### config.mk
export PLATFORM = sky130hd
export DESIGN_NAME = seq_divider
export DESIGN_NICKNAME = d
export VERILOG_FILES = /design/src/rtl/seq_divider.sv
export SDC_FILE = /design/constraint.sdc
export NUM_CORES = 1
export LEC_CHECK = 0
export BUFFER_PORTS_ARGS = -buffer_cell sky130_fd_sc_hd__buf_4
export CAP_MARGIN = 20
export CORE_UTILIZATION = 40
export CTS_CLUSTER_DIAMETER = 60
export DETAILED_ROUTE_END_ITERATION = 8
export SLEW_MARGIN = 20
export SYNTH_ARGS = -nofsm -noshare
export SYNTH_HDL_FRONTEND = slang
export SYNTH_SLANG_ARGS = --single-unit
### constraint.sdc
create_clock -name clk -period 2.55 [get_ports clk]
set_input_delay 0.3825 -clock clk [delete_from_list [all_inputs] [get_ports clk]]
set_output_delay 0.3825 -clock clk [all_outputs]
set_load 0.02 [all_outputs]
### src/rtl/seq_divider.sv
// seq_divider: multi-cycle restoring divider, one quotient bit per clock, optional signed mode
module seq_divider #(
    parameter int WIDTH  = 8,
    parameter bit SIGNED = 1'b0
) (
    input  logic             clk,
    input  logic             rst,
    input  logic             start,
    input  logic [WIDTH-1:0] dividend,
    input  logic [WIDTH-1:0] divisor,
    output logic             busy,
    output logic             done,
    output logic [WIDTH-1:0] quotient,
    output logic [WIDTH-1:0] remainder,
    output logic             div_by_zero
);
    localparam int CW = $clog2(WIDTH + 1);
    typedef enum logic {IDLE, RUN} state_t;
    state_t state, state_n;
    logic [CW-1:0] cnt, cnt_n;
    logic [WIDTH-1:0] part, part_n, acc, acc_n, dvs, dvs_n, quotient_n, remainder_n;
    logic neg_q, neg_q_n, neg_r, neg_r_n, busy_n, done_n, dbz_n, sa, sb, ge;
    logic [WIDTH:0] p_sh, diff;
    // acc starts as the dividend magnitude and fills with quotient bits as dividend bits shift out
    always_comb begin
        sa          = SIGNED && dividend[WIDTH-1];
        sb          = SIGNED && divisor[WIDTH-1];
        p_sh        = {part, acc[WIDTH-1]};
        diff        = p_sh - {1'b0, dvs};
        ge          = !diff[WIDTH];
        state_n     = state;
        cnt_n       = cnt;
        part_n      = part;
        acc_n       = acc;
        dvs_n       = dvs;
        neg_q_n     = neg_q;
        neg_r_n     = neg_r;
        busy_n      = busy;
        done_n      = 1'b0;
        quotient_n  = quotient;
        remainder_n = remainder;
        dbz_n       = div_by_zero;
        if (state == IDLE) begin
            if (start && divisor == '0) begin
                done_n      = 1'b1;
                quotient_n  = '0;
                remainder_n = dividend;
                dbz_n       = 1'b1;
            end else if (start) begin
                state_n = RUN;
                busy_n  = 1'b1;
                cnt_n   = CW'(WIDTH);
                part_n  = '0;
                acc_n   = sa ? -dividend : dividend;
                dvs_n   = sb ? -divisor : divisor;
                neg_q_n = sa ^ sb;
                neg_r_n = sa;
            end
        end else begin
            part_n = ge ? diff[WIDTH-1:0] : p_sh[WIDTH-1:0];
            acc_n  = {acc[WIDTH-2:0], ge};
            cnt_n  = cnt - CW'(1);
            if (cnt == CW'(1)) begin
                state_n     = IDLE;
                busy_n      = 1'b0;
                done_n      = 1'b1;
                dbz_n       = 1'b0;
                quotient_n  = neg_q ? -acc_n : acc_n;
                remainder_n = neg_r ? -part_n : part_n;
            end
        end
    end
    always_ff @(posedge clk or posedge rst) begin
        if (rst) begin
            state       <= IDLE;
            cnt         <= '0;
            part        <= '0;
            acc         <= '0;
            dvs         <= '0;
            neg_q       <= 1'b0;
            neg_r       <= 1'b0;
            busy        <= 1'b0;
            done        <= 1'b0;
            quotient    <= '0;
            remainder   <= '0;
            div_by_zero <= 1'b0;
        end else begin
            state       <= state_n;
            cnt         <= cnt_n;
            part        <= part_n;
            acc         <= acc_n;
            dvs         <= dvs_n;
            neg_q       <= neg_q_n;
            neg_r       <= neg_r_n;
            busy        <= busy_n;
            done        <= done_n;
            quotient    <= quotient_n;
            remainder   <= remainder_n;
            div_by_zero <= dbz_n;
        end
    end
endmodule

==> reports/summary.txt, run 1 <==
Syn Nets: 278
Simple-gate share of the synthesized area: 13.78%
Post-Synthesis Cells: 248
Row Count: 28
Total power: 0.005074 W
Cts bufs inserted: 5
DIE HEIGHT: 80.28 microns
DRC: 1
Synth cell types: 44
WP data required: 2.75 ns
Min Tclk post-route: 2.515 ns
Register bit total from synthesis: 48
Pre-CTS WS: -0.09890 ns
Antenna viol nets, final: 0
Seq/Total Area, Yosys: 49.00%
# nets final: 335
Initial antenna violation count: 0
Clock sink count: 48
Failing checks: DRC
Post-synth EDFFs: 0
Area grow syn2layout: 26.54%
Critical path class: reg2reg
Via/cell ratio: 5.407
Cell Count, Final, Fillers Out: 381
Status: complete, but fails checks
Yosys warns: 0
RSZ-0062 raised after global routing: true
First-pass GRT wire length: 9.936 mm
Clock root buffer: clkbuf_8
Worst reg2reg setup slack: 0.04 ns
Synth Area in Adders: 5.921%
Worst EP arrival: 2.71 ns
Mapped Area: 0.002451 sq mm
DR WL met3: 182 microns
Final hold violation count: 0
WL final: 5.912 mm
Maximum VDD drop: 0.0009725 V
Vias in the first global route: 2,017
Max-cap violation count: 0
Top_reg_cell synth: dfrtp_1
Crit path max fanout: 3
Cell Count Post-Placement: 367
Ys async rst share: 100.0%
Via count: 2,060
DP Area: 0.002923 sq mm
Compound-gate portion of the synthesized area: 20.32%
Metal1 wirelength: 2.804 mm
Power Dens Cells: 1636 mW/mm^2
Layout cell share with drive strength beyond 1: 27.45%
Initial Utilization: 41.40%
Most common cell after layout, fill and taps aside: buf_4
Die Area: 0.006445 sq mm
Design area: 0.003102 sq mm
Post-synth top area share: 49.00%
Tcrit/Tclk final: 98.62%
Multiplexer area fraction after synthesis: 5.921%
TritonCTS clock tree: done
Filler cells: 556
Core Util, Final: 52.39%
HP Class: in2async
Die W: 80.28 microns
Gr usage total: 20.29%
Combinational family with the most area after synthesis: compound AO/OA/AOI/OAI gates
Crit end category: flop
Post-synthesis xor/xnor area fraction: 0.7147%
DR top layer: met4
Grt total ovfl: 0
RePlAce Congestion: 0.8786
Highest Clock Rate: 397.6 MHz
Post-DP HPWL: 4.178 mm
Top area cells in the synthesized netlist: dfrtp_1, o21ai_0, ha_1
H-tree depth: 2
Final WS setup: 0.03516 ns
ANT cells: 0
Syn avg cell area: 9.883 sq um
Io pins: 38
Port bufs: 37
Drt first pass iters: 6
Setup violations, final: 0
Most used cells in the layout excluding fill and tap cells: buf_4, dfrtp_1, o21ai_0, nand2_1, inv_1
Least-Margin Pin Slew: 0.5645 ns
Initial DRC count: 107
Clock latency on the worst-skew pair: 0.31 ns
Crit start category: flop
Max-slew headroom: 62.25%
Max-slew violations: 0
Clk_skew: 0.006866 ns
Largest net degree at the start of global routing: 49
Leak: 1.501 nW
DR WL met2: 2.844 mm
Core area: 0.005921 sq mm
Clk slew on worst S/H paths: 0.09 ns
Clock buffer depth: 2
WL/cell: 15.52 microns
Synth area leader: dfrtp_1
[cell usage after synthesis, drive strengths merged, types with 4 or more instances]
| cell type | n |
|---|---|
| inv | 16 |
| mux2 | 4 |
| clkbuf | 8 |
| a211oi | 4 |
| o21ai | 37 |
| nor2 | 7 |
| nor3b | 4 |
| dfrtp | 48 |
| mux2i | 10 |
| a21o | 6 |
| a21oi | 8 |
| nand2 | 33 |
| nand3 | 6 |
| ha | 10 |
[through the flow]
stage | hold slack (ns) | setup TNS [ns]
after floorplan | 0.4630 | 0
after global placement | 0.4529 | -0.09350
after detailed placement | 0.4524 | -0.6586
after CTS | 0.1141 | -0.008423
after global routing | 0.1136 | -0.2046
final | 0.1099 | 0
[metal layers]
layer	up-vias	track usage, %
li1	997	-
met1	1015	27.10
met2	39	33.08
met3	9	3.977
met4	0	6.250
met5	-	0
[final timing paths]
| check | startpoint | end | depth (start not counted) |
|---|---|---|---|
| max in group asynchronous | rst | acc[7] | 3 |
| worst min register to register | div_by_zero | div_by_zero | 2 |
| worst max-delay path | acc[7] | remainder[3] | 10 |
| worst max register to register | acc[7] | remainder[3] | 10 |
| min in group clk | divisor[7] | dvs[7] | 3 |
| worst min-delay path | rst | acc[1] | 3 |
[cell families (layout without fill, tap and decap cells)]
kind of cell,count (synthesis),after routing
multiplexers,14,14
flip-flops,48,48
AO/OA/AOI/OAI,78,78
adder cells (fa/ha/maj),11,11
AND/OR/NAND/NOR,69,69
buffers and inverters,26,84
XOR/XNOR,2,2
[sequential cells by signal, summed over array words and instances (netlist names)]
name,cells
busy,1
quotient,8
div_by_zero,1
done,1
part,8
cnt,4
remainder,8
acc,8
dvs,8
state,1
[repair_timing]
action | CTS | global route
resized for setup | 2 | 13
pin swaps | 2 | 10
gates cloned | 0 | 0
buffers inserted | 5 | 1
hold buffers | 0 | 0
setup endpoints to repair | 15 | 18
[area by class of cell]
class / instances / area (sq um) / share of cell area, %
multi-input combinational: 174 / 1176 / 37.92
clock buffer: 6 / 82.58 / 2.662
inverter: 16 / 60.06 / 1.936
timing repair buffer: 60 / 474.2 / 15.29
sequential: 48 / 1201 / 38.73
clock inverter: 2 / 13.76 / 0.4437
tap: 75 / 93.84 / 3.025
[where the power goes]
group / switching (W) / internal [W] / total (W)
sequential: 0.000242 / 0.00115 / 0.00140
combinational: 0.00163 / 0.00157 / 0.00320
clock: 0.000261 / 0.000222 / 0.000483
total: 0.00213 / 0.00294 / 0.00507
[worst max-delay path, stage by stage, from the launching register on]
cell	delay [ns]
dfrtp_1	0.39
inv_2	0.07
ha_4	0.13
inv_2	0.04
fa_2	0.41
a211oi_4	0.23
o211ai_1	0.11
a221o_2	0.42
buf_6	0.14
mux2_4	0.30
o22a_1	0.18
Note: power is estimated with default switching activity, not from simulation.
==> run 2: changes to the inputs <==
Settings changed: MAX_ROUTING_LAYER set to met4.
==> reports/summary.txt, run 2 (synthesis gave the netlist of run 1 again) <==
Status: complete, but fails checks
Failing checks: DRC
Clk slew on worst S/H paths: 0.09 ns (about the same)
Leak: 1.501 nW (about the same)
HP Class: in2async
Clock sink count: 48 (unchanged)
Initial Utilization: 41.40% (unchanged)
Clock root buffer: clkbuf_8
DRC: 1 (unchanged)
Initial antenna violation count: 0 (unchanged)
CP peak stage delay: 0.42 ns (about the same)
Most used cells in the layout excluding fill and tap cells: buf_4, dfrtp_1, o21ai_0, nand2_1, inv_1
Port bufs: 37 (unchanged)
Gr usage total: 20.84% (+0.56 points)
WP data required: 2.75 ns (about the same)
Storage element area: 0.001201 sq mm (unchanged)
First-pass GRT wire length: 9.929 mm (about the same)
ANT cells: 0 (unchanged)
Hold slack: 0.1086 ns (-0.001300 ns)
Row Count: 28 (unchanged)
Worst reg2reg setup slack: 0.04 ns (about the same)
Setup tns final: 0 ns (unchanged)
Clk_skew: 0.009481 ns (+0.002615 ns)
Vias in the first global route: 2,020 (+0.15%)
Crit start category: flop
Slowest stage cell on the critical path: a221o_2
Via count: 2,046 (-0.68%)
Post-DP HPWL: 4.178 mm (unchanged)
Highest Clock Rate: 397.9 MHz (about the same)
Crit end category: flop
Largest net degree at the start of global routing: 49 (unchanged)
Grt total ovfl: 0 (unchanged)
Max-cap violation count: 0 (unchanged)
Most common cell after layout, fill and taps aside: buf_4
Max-slew headroom: 62.35% (+0.10 points)
Final hold violation count: 0 (unchanged)
DIE HEIGHT: 80.28 microns (unchanged)
RePlAce Congestion: 0.8932 (+1.7%)
Filler cells: 556 (unchanged)
Via/cell ratio: 5.370 (-0.68%)
Core Util, Final: 52.39% (unchanged)
Clock buffer depth: 2 (unchanged)
Drt first pass iters: 6 (unchanged)
WL final: 5.930 mm (+0.30%)
WL/cell: 15.56 microns (+0.30%)
CP Buf/Inv Count: 3 (unchanged)
RSZ-0062 raised after global routing: true
TritonCTS clock tree: done
Area grow syn2layout: 26.54% (unchanged)
Io pins: 38 (unchanged)
Layout cell share with drive strength beyond 1: 27.45% (unchanged)
Setup violations, final: 0 (unchanged)
H-tree depth: 2 (unchanged)
Worst EP arrival: 2.71 ns (about the same)
Initial DRC count: 88 (-18%)
Crit path max fanout: 3 (unchanged)
Total power: 0.005071 W (about the same)
Antenna viol nets, final: 0 (unchanged)
Cts bufs inserted: 5 (unchanged)
# nets final: 335 (unchanged)
Hold-fix buffer count after cts: 0 (unchanged)
Critical path class: reg2reg
Power Dens Cells: 1635 mW/mm^2 (about the same)
Min Tclk post-route: 2.513 ns (-0.001832 ns)
Die W: 80.28 microns (unchanged)
Top cell family by delay on the critical path: compound AO/OA/AOI/OAI gates
Critical path's most frequent cell: inv_2
Area of the multi-input gates: 0.001176 sq mm (unchanged)
Critical path, cell by cell: inv_2 > ha_4 > inv_2 > fa_2 > a211oi_4 > o211ai_1 > a221o_2 > buf_6 > mux2_4 > o22a_1
Least-Margin Pin Slew: 0.5630 ns (-0.001566 ns)
Clock latency on the worst-skew pair: 0.31 ns (about the same)
DP Area: 0.002923 sq mm (unchanged)
Core area: 0.005921 sq mm (unchanged)
Die Area: 0.006445 sq mm (unchanged)
Max-slew violations: 0 (unchanged)
Tcrit/Tclk final: 98.55% (about the same)
Maximum VDD drop: 0.0009709 V (-0.16%)
Design area: 0.003102 sq mm (unchanged)
## run 2: layout make-up
cell class / count / area share [%]
Clock buffer: 6 / 2.662
Clock inverter: 2 / 0.4437
Inverter: 16 / 1.936
Multi-Input combinational cell: 174 / 37.92
Sequential cell: 48 / 38.73
Tap cell: 75 / 3.025
Timing Repair Buffer: 60 / 15.29
## run 2: where the power goes
group / internal, W / switching [W]
logic: 0.00157 / 0.00162
registers: 0.00115 / 0.000241
clock network: 0.000222 / 0.000263
## run 2: per-layer routing
layer | wire [microns] | vias to the layer above | part of all wire (%) | global-route usage [%]
met5 | 0 | - | 0 | -
met4 | 80 | 0 | 1.3 | 6.250
met3 | 152 | 8 | 2.6 | 3.977
met2 | 2896 | 28 | 49 | 33.59
met1 | 2801 | 1014 | 47 | 26.67
li1 | - | 996 | - | -
## run 2: metrics by stage
| stage | setup WS (ns) | instances |
|---|---|---|
| 2_1_floorplan | 0.1264 | 248 |
| 3_3_place_gp | -0.03549 | 367 |
| 3_5_place_dp | -0.09890 | 367 |
| 4_1_cts | -0.008423 | 380 |
| 5_1_grt | -0.07596 | 381 |
| 6_report | 0.03699 | 381 |
## run 2: repair_timing
| item | CTS | global route |
|---|---|---|
| pin swaps | 2 | 9 |
| gates cloned | 0 | 0 |
| endpoints found under the setup margin | 15 | 18 |
| buffers inserted | 5 | 1 |
| resized for setup | 2 | 13 |
## run 2: path summary, 6_finish.rpt
kind,startpoint,to,depth (start not counted)
setup reg to reg,acc[7],remainder[3],10
min in group clk,divisor[7],dvs[7],3
max in group asynchronous,rst,remainder[6],3
hold reg to reg,div_by_zero,div_by_zero,2
setup / recovery,acc[7],remainder[3],10
hold / removal,rst,acc[1],3
## run 2: tightest hold or removal path: cells and delay by family
kind                   cells  cell delay [ns]
buffers and inverters      3             0.43
==> run 3: changes to the inputs <==
Settings changed: CORE_MARGIN set to 2.
==> reports/summary.txt, run 3 (synthesis gave the netlist of run 1 again) <==
Status: complete, no violations
Least-Margin Pin Slew: 0.6285 ns (+0.06555 ns)
Storage element area: 0.001201 sq mm (unchanged)
GR Layer Usage met2: 29.60% (-4.0 points)
Initial DRC count: 129 (+47%)
Port bufs: 37 (unchanged)
Hold-fix buffer count after cts: 0 (unchanged)
Clk_skew: 0.008366 ns (-0.001114 ns)
WP data required: 2.76 ns (about the same)
RePlAce Congestion: 0.8468 (-5.2%)
DRC: 0 (-1)
WL/cell: 16.02 microns (+2.9%)
Setup violations, final: 0 (unchanged)
Most used routing layer: met2
Area grow syn2layout: 26.14%
Die Area: 0.006770 sq mm (+5.0%)
Total power: 0.005015 W (-1.1%)
Most common cell after layout, fill and taps aside: buf_4
Power Dens Cells: 1622 mW/mm^2 (-0.78%)
Layout cell share with drive strength beyond 1: 26.64% (-0.81 points)
TritonCTS clock tree: done
Crit path max fanout: 5 (+2)
Clock latency on the worst-skew pair: 0.31 ns (about the same)
Filler cells: 550 (-1.1%)
Core Util, Final: 52.22% (-0.17 points)
Vias in the first global route: 1,942 (-3.9%)
RSZ-0062 raised after global routing: true
Crit end category: flop
Max-slew violations: 0 (unchanged)
Max-slew headroom: 57.97% (-4.4 points)
Io pins: 38 (unchanged)
Post-DP HPWL: 4.212 mm (+0.80%)
WL final: 6.070 mm (+2.4%)
Highest Clock Rate: 399.1 MHz (+0.30%)
Row Count: 28 (unchanged)
Largest net degree at the start of global routing: 49 (unchanged)
Clock buffer depth: 2 (unchanged)
Gr usage total: 19.99% (-0.85 points)
Tcrit/Tclk final: 98.25% (-0.29 points)
Via/cell ratio: 5.383 (+0.23%)
DIE HEIGHT: 82.28 microns (+2.5%)
HP Class: in2async
Core area: 0.005921 sq mm (unchanged)
# nets final: 333 (-0.60%)
Clk slew on worst S/H paths: 0.10 ns (about the same)
First-pass GRT wire length: 9.680 mm (-2.5%)
Final hold violation count: 0 (unchanged)
Crit start category: flop
Initial antenna violation count: 0 (unchanged)
Initial Utilization: 41.40% (unchanged)
ANT cells: 0 (unchanged)
Via count: 2,040 (-0.29%)
Antenna viol nets, final: 0 (unchanged)
Grt total ovfl: 0 (unchanged)
Cts bufs inserted: 5 (unchanged)
Grt met1 use: 27.21% (+0.54 points)
H-tree depth: 2 (unchanged)
Min Tclk post-route: 2.505 ns (-0.007511 ns)
Max-cap violation count: 0 (unchanged)
Clock root buffer: clkbuf_8
Area of the multi-input gates: 0.001187 sq mm (+0.96%)
Worst EP arrival: 2.71 ns (about the same)
Critical path class: reg2reg
Die W: 82.28 microns (+2.5%)
Maximum VDD drop: 0.0007191 V (-26%)
Most used cells in the layout excluding fill and tap cells: buf_4, dfrtp_1, o21ai_0, nand2_1, inv_1
Leak: 1.491 nW (-0.64%)
Clock sink count: 48 (unchanged)
GR Layer Usage met3: 4.022% (+0.044 points)
Drt first pass iters: 4 (-2)
==> run 3: metal layers <==
metal | routed length [microns] | up-vias
met5 | 0 | -
met4 | 144 | 0
met3 | 225 | 14
met2 | 2819 | 42
met1 | 2879 | 986
li1 | - | 998
==> run 3: cell type report <==
cell class	instances	share of cell area, %
clock buffers	6	2.671
repair buffers	57	13.84
well taps	75	3.035
multi-input cells	175	38.41
flip-flops and latches	48	38.85
inverters	16	1.943
clock inverters	2	1.255
==> run 3: timing repair <==
item,in CTS,in global routing
setup buffers,1,0
setup endpoints to repair,14,17
pin swaps,3,5
gates resized for setup,2,8
endpoints found under the hold margin,0,0
gates cloned,1,0
==> run 3: path summary, 6_finish.rpt <==
kind / startpoint / end / slack, ns / cells past startpoint
max: acc[7] / part[2] / 0.04 / 9
min: rst / acc[1] / 0.22 / 3
max reg2reg: acc[7] / part[2] / 0.04 / 9
min reg2reg: quotient[0] / quotient[0] / 0.49 / 1
max in group asynchronous: rst / quotient[4] / 1.91 / 3
min in group clk: divisor[2] / dvs[2] / 0.28 / 3
==> run 3: critical path, cell delays in order, from the launching register on <==
cell	delay [ns]
dfrtp_1	0.40
inv_2	0.08
ha_4	0.13
inv_2	0.03
fa_2	0.38
a211oi_4	0.24
o211ai_1	0.17
a221o_2	0.46
mux2_4	0.33
a22o_1	0.18
==> run 3: per-stage QoR <==
stage	cells	setup TNS (ns)	instance area [sq um]	worst slack, ns	hold WS [ns]
floorplan	248	0	2451	0.1264	0.4630
CTS	379	0	3068	0.01877	0.2532
global route	379	-0.07014	3092	-0.04214	0.2764
global placement	369	0	2925	0.02042	0.4691
finish	379	0	3092	0.04450	0.2221
detailed placement	369	-0.2901	2925	-0.05793	0.4749
==> run 3: report_power, final <==
part / internal [W] / total, W / leakage (nW) / switching (W)
clock network: 0.000321 / 0.000599 / 0.0614 / 0.000278
registers: 0.00115 / 0.00141 / 0.580 / 0.000259
logic: 0.00142 / 0.00300 / 0.850 / 0.00159
total: 0.00289 / 0.00502 / 1.49 / 0.00212
